<file path="src/rtl/switch_reg_bank_ctrl.sv">
// switch_reg_bank_ctrl: configuration register bank for a switch router.
// Holds per-outport dateline flags, a write-lock bit and a small route LUT.
// Config accesses use a single-outstanding request/response handshake.
// Lookups are serviced every cycle with one cycle of latency.
// Optional feature macro: SWITCH_REG_BANK_READBACK_EN enables register reads.
// Without the macro, every read returns an error.
module switch_reg_bank_ctrl #(
  parameter int NUM_OUTPORTS = 5,
  parameter int TABLE_SIZE   = 8,
  parameter int NODE_ID_W    = 5,
  localparam int PORT_W      = $clog2(NUM_OUTPORTS)
) (
  input  logic                    CLK,
  input  logic                    nRST,
  input  logic                    cfg_valid,
  output logic                    cfg_ready,
  input  logic                    cfg_write,
  input  logic [7:0]              cfg_addr,
  input  logic [31:0]             cfg_wdata,
  output logic                    rsp_valid,
  input  logic                    rsp_ready,
  output logic                    rsp_err,
  output logic [31:0]             rsp_rdata,
  input  logic                    lkp_valid,
  input  logic [NODE_ID_W-1:0]    lkp_dest,
  output logic                    lkp_hit,
  output logic [PORT_W-1:0]       lkp_port,
  output logic                    lkp_done,
  output logic [NUM_OUTPORTS-1:0] dateline
);

  typedef enum logic {IDLE, RESP} state_t;

  state_t state_q, state_d;

  logic                 lock;
  logic                 lut_valid [TABLE_SIZE];
  logic [PORT_W-1:0]    lut_port  [TABLE_SIZE];
  logic [NODE_ID_W-1:0] lut_dest  [TABLE_SIZE];

  logic              accept;
  logic [4:0]        idx;
  logic              is_dl, is_lock, is_lut, mapped, port_bad;
  logic              err_c;
  logic [31:0]       rdata_c;
  logic              hit_c;
  logic [PORT_W-1:0] port_c;
  logic              unused_wdata;

  // Upper write-data bits are deliberately dropped by every field.
  assign unused_wdata = ^cfg_wdata;

  assign accept   = cfg_valid && cfg_ready;
  assign idx      = cfg_addr[4:0];
  assign is_dl    = (cfg_addr == 8'h00);
  assign is_lock  = (cfg_addr == 8'h01);
  assign is_lut   = (cfg_addr[7:5] == 3'b001) && (32'(idx) < TABLE_SIZE);
  assign mapped   = is_dl || is_lock || is_lut;
  assign port_bad = (32'(cfg_wdata[16 +: PORT_W]) >= NUM_OUTPORTS);

  // Handshake state register; reset abandons any pending response.
  always_ff @(posedge CLK) begin
    if (!nRST) state_q <= IDLE;
    else       state_q <= state_d;
  end

  // Next state and handshake outputs; ready is held low while in reset.
  always_comb begin
    state_d   = state_q;
    cfg_ready = 1'b0;
    rsp_valid = 1'b0;
    case (state_q)
      IDLE: begin
        cfg_ready = nRST;
        if (cfg_valid && nRST) state_d = RESP;
      end
      RESP: begin
        rsp_valid = 1'b1;
        if (rsp_ready) state_d = IDLE;
      end
      default: state_d = IDLE;
    endcase
  end

`ifdef SWITCH_REG_BANK_READBACK_EN
  logic [31:0] rd_val;

  // Read mux assembling the register image for the addressed location.
  always_comb begin
    rd_val = '0;
    if (is_dl) begin
      rd_val = 32'(dateline);
    end else if (is_lock) begin
      rd_val = {31'b0, lock};
    end else if (is_lut) begin
      for (int i = 0; i < TABLE_SIZE; i++) begin
        if (idx == i[4:0]) begin
          rd_val[31]              = lut_valid[i];
          rd_val[16 +: PORT_W]    = lut_port[i];
          rd_val[NODE_ID_W-1:0]   = lut_dest[i];
        end
      end
    end
  end
`endif

  // Error classification and response data for the request being accepted.
  always_comb begin
    err_c   = 1'b0;
    rdata_c = '0;
    if (cfg_write) begin
      err_c = !mapped || (lock && !is_lock) || (is_lut && port_bad);
    end else begin
`ifdef SWITCH_REG_BANK_READBACK_EN
      err_c   = !mapped;
      rdata_c = mapped ? rd_val : 32'h0;
`else
      err_c   = 1'b1;
`endif
    end
  end

  // Register file update: a write commits on the accepting edge when legal.
  always_ff @(posedge CLK) begin
    if (!nRST) begin
      dateline <= '0;
      lock     <= 1'b0;
      for (int i = 0; i < TABLE_SIZE; i++) begin
        lut_valid[i] <= 1'b0;
        lut_port[i]  <= '0;
        lut_dest[i]  <= '0;
      end
    end else if (accept && cfg_write && !err_c) begin
      if (is_dl)   dateline <= cfg_wdata[NUM_OUTPORTS-1:0];
      if (is_lock) lock     <= cfg_wdata[0];
      if (is_lut) begin
        for (int i = 0; i < TABLE_SIZE; i++) begin
          if (idx == i[4:0]) begin
            lut_valid[i] <= cfg_wdata[31];
            lut_port[i]  <= cfg_wdata[16 +: PORT_W];
            lut_dest[i]  <= cfg_wdata[NODE_ID_W-1:0];
          end
        end
      end
    end
  end

  // Response capture at acceptance; held stable throughout RESP.
  always_ff @(posedge CLK) begin
    if (!nRST) begin
      rsp_err   <= 1'b0;
      rsp_rdata <= '0;
    end else if (accept) begin
      rsp_err   <= err_c;
      rsp_rdata <= rdata_c;
    end
  end

  // Priority match: the descending scan leaves the lowest matching index.
  always_comb begin
    hit_c  = 1'b0;
    port_c = '0;
    for (int i = TABLE_SIZE - 1; i >= 0; i--) begin
      if (lut_valid[i] && (lut_dest[i] == lkp_dest)) begin
        hit_c  = 1'b1;
        port_c = lut_port[i];
      end
    end
  end

  // Registered lookup result; the table seen is the pre-write contents.
  always_ff @(posedge CLK) begin
    if (!nRST) begin
      lkp_done <= 1'b0;
      lkp_hit  <= 1'b0;
      lkp_port <= '0;
    end else begin
      lkp_done <= lkp_valid;
      if (lkp_valid) begin
        lkp_hit  <= hit_c;
        lkp_port <= port_c;
      end
    end
  end

endmodule
</file>
<file path="config.mk">
export PLATFORM = sky130hd
export DESIGN_NAME = switch_reg_bank_ctrl
export DESIGN_NICKNAME = d
export VERILOG_FILES = /design/src/rtl/switch_reg_bank_ctrl.sv
export SDC_FILE = /design/constraint.sdc
export NUM_CORES = 1
export LEC_CHECK = 0
export BUFFER_PORTS_ARGS = -buffer_cell sky130_fd_sc_hd__buf_4
export CAP_MARGIN = 20
export CORE_UTILIZATION = 49
export CTS_CLUSTER_DIAMETER = 100
export DETAILED_ROUTE_END_ITERATION = 8
export PLACE_DENSITY = 0.77
export REMOVE_ABC_BUFFERS = 1
export SYNTH_ARGS = -nofsm -noshare
export SYNTH_HDL_FRONTEND = slang
export SYNTH_SLANG_ARGS = --single-unit
</file>
<file path="constraint.sdc">
create_clock -name CLK -period 2.1 [get_ports CLK]
set_clock_uncertainty 0.1 [all_clocks]
set_input_delay 0.21 -clock CLK [delete_from_list [all_inputs] [get_ports CLK]]
set_output_delay 0.21 -clock CLK [all_outputs]
set_load 0.01 [all_outputs]
</file>
==> impl_metrics.toml <==
[global_routing]
grt_overflow = 0
grt_max_degree = 32
antenna_found_initial = 0
grt_pass1_wl_um = 12700
first_global_vias = 2725
grt.total_usage = 0.198

[drt]
ant_nets = 0
postRouteWirelength_um = 7980
wire_per_inst_um = 14.7
firstDrtPassIters = 4
drc = 0
viasPerCell = 5.08
dr.first_iter.drc_count = 181
vias = 2764

[clock_tree]
cts_made_buffers = 9
cts_tree = "built"
clk_latency_ns = 0.35
cts-root-buf = "clkbuf_8"
clk_pin_slew_ns = 0.08
cts_max_level = 3
ctsLongestPathBuffers = 2
clock_sinks = 85

[power]
fin_total_pwr_w = 0.00350
pwr-share-comb = 0.097
p_sw_frac = 0.225
p_per_area_nw_per_um2 = 726
ir_worst_vdd_mv = 0.332
p_clk_frac = 0.352
internal_power_w = 0.00271
seqPwrFrac = 0.551
power.switching_w = 0.000788
leakage_nw = 1.95

[yosys]
synth_xor_area_frac = 0.0847
syn_avg_cell_area_sq_um = 11.1
ys_warn_count = 0
netlist_top_cells_area = "edfxtp_1, dfxtp_1, buf_4"
ys_seq_area_frac = 0.584
yosys.area_share.simple = 0.171
muxShareOfSynthArea = 0.0218
synth.distinct_cells = 38
synthCells = 373
synth.cell_area_sq_um = 4130
synth_compound_area_frac = 0.0505
ys_ff_latch = 85
synth_top_family_by_area = "simple AND/OR/NAND/NOR gates"
synth_top_area_frac = 0.516
synthAdderAreaFrac = 0
yosysTopAreaCell = "edfxtp_1"

[min_path]
holdPathStages = 3
holdCritPathClass = "input pin to flip-flop"

[floorplanning]
io_pins = 96
die_area_sq_um = 8810
start_util = 0.506
die_w_um = 93.9
core-area_sq_um = 8180
die_h_um = 93.9
rows = 33

[setup_path]
worstPathRequired_ns = 2.07
critPathBufInv = 2
cp.arrival_ns = 1.96
r2r_setup_slack_ns = 0.11
cp_common_cell = "nor2b_1"
cp-start-kind = "flip-flop"
cp_max_fo = 9
cp.depth = 8
path_cells = "nor2b_1 > and3_4 > nor3b_2 > nor2b_1 > buf_4 > nand3b_2 > nand2_1 > buf_12"
cp_top_family = "simple AND/OR/NAND/NOR gates"
ff2ff_path_depth = 8
path_class = "flip-flop to flip-flop"
cp-end-kind = "flip-flop"
cpMaxStageDelayCell = "dfxtp_1"
slowest_delay_ns = 0.35

[flow_run]
maxCapViolations = 0

[finish]
final_nets = 485
nFillCells = 665
fin_util = 0.590
synthToLayoutAreaGrowth_pct = 16.7
drive_gt1_frac = 0.187
fin_area_sq_um = 4830
diodes = 0

[placed_design]
gp_congestion = 0.789
dpl_cell_area_sq_um = 4590
dp_hpwl_um = 5830
io_buffers = 40

[timing]
rsz0062_at_grt = "false"
period_share = 0.946
layout_min_cycle_time_ns = 1.99
finalSetupViolations = 0
slew_viol_final = 0
fmax_mhz = 503
finalHoldViolCount = 0

[outcome]
outcome = "finished clean"
==> sequential cells by signal (all words and copies together), names as in the netlist <==
| signal | flops |
|---|---|
| lkp_port | 3 |
| lkp_hit | 1 |
| dateline | 5 |
| rsp_err | 1 |
| lut_dest | 40 |
| state_q | 1 |
| lut_valid | 8 |
| lock | 1 |
| lkp_done | 1 |
| lut_port | 24 |
==> cells in the mapped netlist, drive strengths merged <==
| cell | n |
|---|---|
| nor4 | 5 |
| a21oi | 1 |
| o211a | 1 |
| buf | 39 |
| and3 | 5 |
| conb | 1 |
| edfxtp | 71 |
| a311o | 3 |
| nor2b | 12 |
| mux2i | 9 |
| nand2 | 28 |
| inv | 18 |
| nor3 | 6 |
| nor2 | 58 |
| nor3b | 1 |
| o211ai | 2 |
| and2 | 6 |
| a31oi | 5 |
| o21ai | 8 |
| clkbuf | 4 |
| or2 | 2 |
| dfxtp | 14 |
| o221ai | 1 |
| a211oi | 4 |
| a21o | 1 |
| nand4 | 7 |
| nand3 | 10 |
| xor2 | 18 |
| nand2b | 3 |
| nand3b | 1 |
| xnor2 | 22 |
| o22ai | 5 |
| or4 | 2 |
==> power by group through the flow <==
stage	logic (W)	clock network [W]	registers (W)
2_1_floorplan	0.000171	0	0.00196
3_5_place_dp	0.000335	0	0.00197
3_3_place_gp	0.000327	0	0.00196
5_1_grt	0.000375	0.00130	0.00194
4_1_cts	0.000339	0.00124	0.00193
6_report	0.000339	0.00123	0.00193
==> final timing paths <==
| check | to | from |
|---|---|---|
| min reg2reg | lkp_port[2] | lkp_port[2] |
| max reg2reg | lut_port[0][7] | state_q |
| max | lut_port[0][7] | state_q |
| min | dateline[4] | cfg_wdata[4] |
==> repair_timing <==
item,in CTS,in global routing
resized for setup,0,2
endpoints found under the setup margin,0,25
hold buffers,2,0
setup buffers,0,0
endpoints found under the hold margin,2,0
==> layout by cell type, fill, tap and decap left out, types with 2 or more instances in the layout <==
cell,n
edfxtp_1,71
nor2_1,58
buf_4,56
conb_1,32
nand2_1,25
xnor2_1,22
inv_1,18
xor2_1,18
dfxtp_1,14
nor2b_1,12
nand3_1,9
mux2i_1,9
clkbuf_8,9
o21ai_0,8
nand4_1,7
and2_1,6
nor3_1,6
a31oi_1,5
o22ai_1,5
nor4_1,4
and3_1,4
a211oi_1,4
buf_12,4
nand2_2,3
nand2b_1,3
a311o_1,3
clkbuf_1,3
o211ai_1,2
or4_1,2
bufinv_16,2
dlygate4sd3_1,2
==> layer usage <==
metal	global-route usage	wire, um	vias to the layer above
met3	0.0348	496	15
met4	0.0821	126	0
met1	0.227	3320	1306
met2	0.359	4030	98
li1	-	-	1345
met5	0	0	-
==> area by class of cell <==
| class | count | area (sq um) | share of cell area |
|---|---|---|---|
| clock buffers | 12 | 135 | 0.0280 |
| clock inverters | 4 | 73.8 | 0.0153 |
| inverters | 18 | 67.6 | 0.0140 |
| multi-input cells | 258 | 1490 | 0.308 |
| flip-flops and latches | 85 | 2410 | 0.500 |
| well taps | 105 | 131 | 0.0272 |
| repair buffers | 62 | 520 | 0.108 |
==> worst register-to-register path, cell delays in order (launching register included) <==
cell and delay [ns]:
dfxtp_1 0.35, nor2b_1 0.17, and3_4 0.22, nor3b_2 0.18, nor2b_1 0.17, buf_4 0.16, nand3b_2 0.11, nand2_1 0.13
buf_12 0.14
==> per-stage QoR <==
stage                     setup slack (ns)  std cells  hold WS, ns  TNS (ns)
after global routing                0.0302        544       0.0341         0
after global placement            0.000644        526        0.347         0
after floorplan                     -0.231        361        0.204    -11.27
final                                0.113        544       0.0128         0
after detailed placement           -0.0900        526        0.353     -3.03
after CTS                           0.0980        544      0.00942         0
==> kinds of logic (layout without fill, tap and decap cells) <==
kind of cell / Yosys count / count (layout)
multiplexers: 9 / 9
flip-flops: 85 / 85
AND/OR/NAND/NOR: 146 / 146
other: 1 / 32
buffers and inverters: 61 / 96
XOR/XNOR: 40 / 40
AO/OA/AOI/OAI: 31 / 31
No activity file was read; power rests on OpenSTA's default activity.
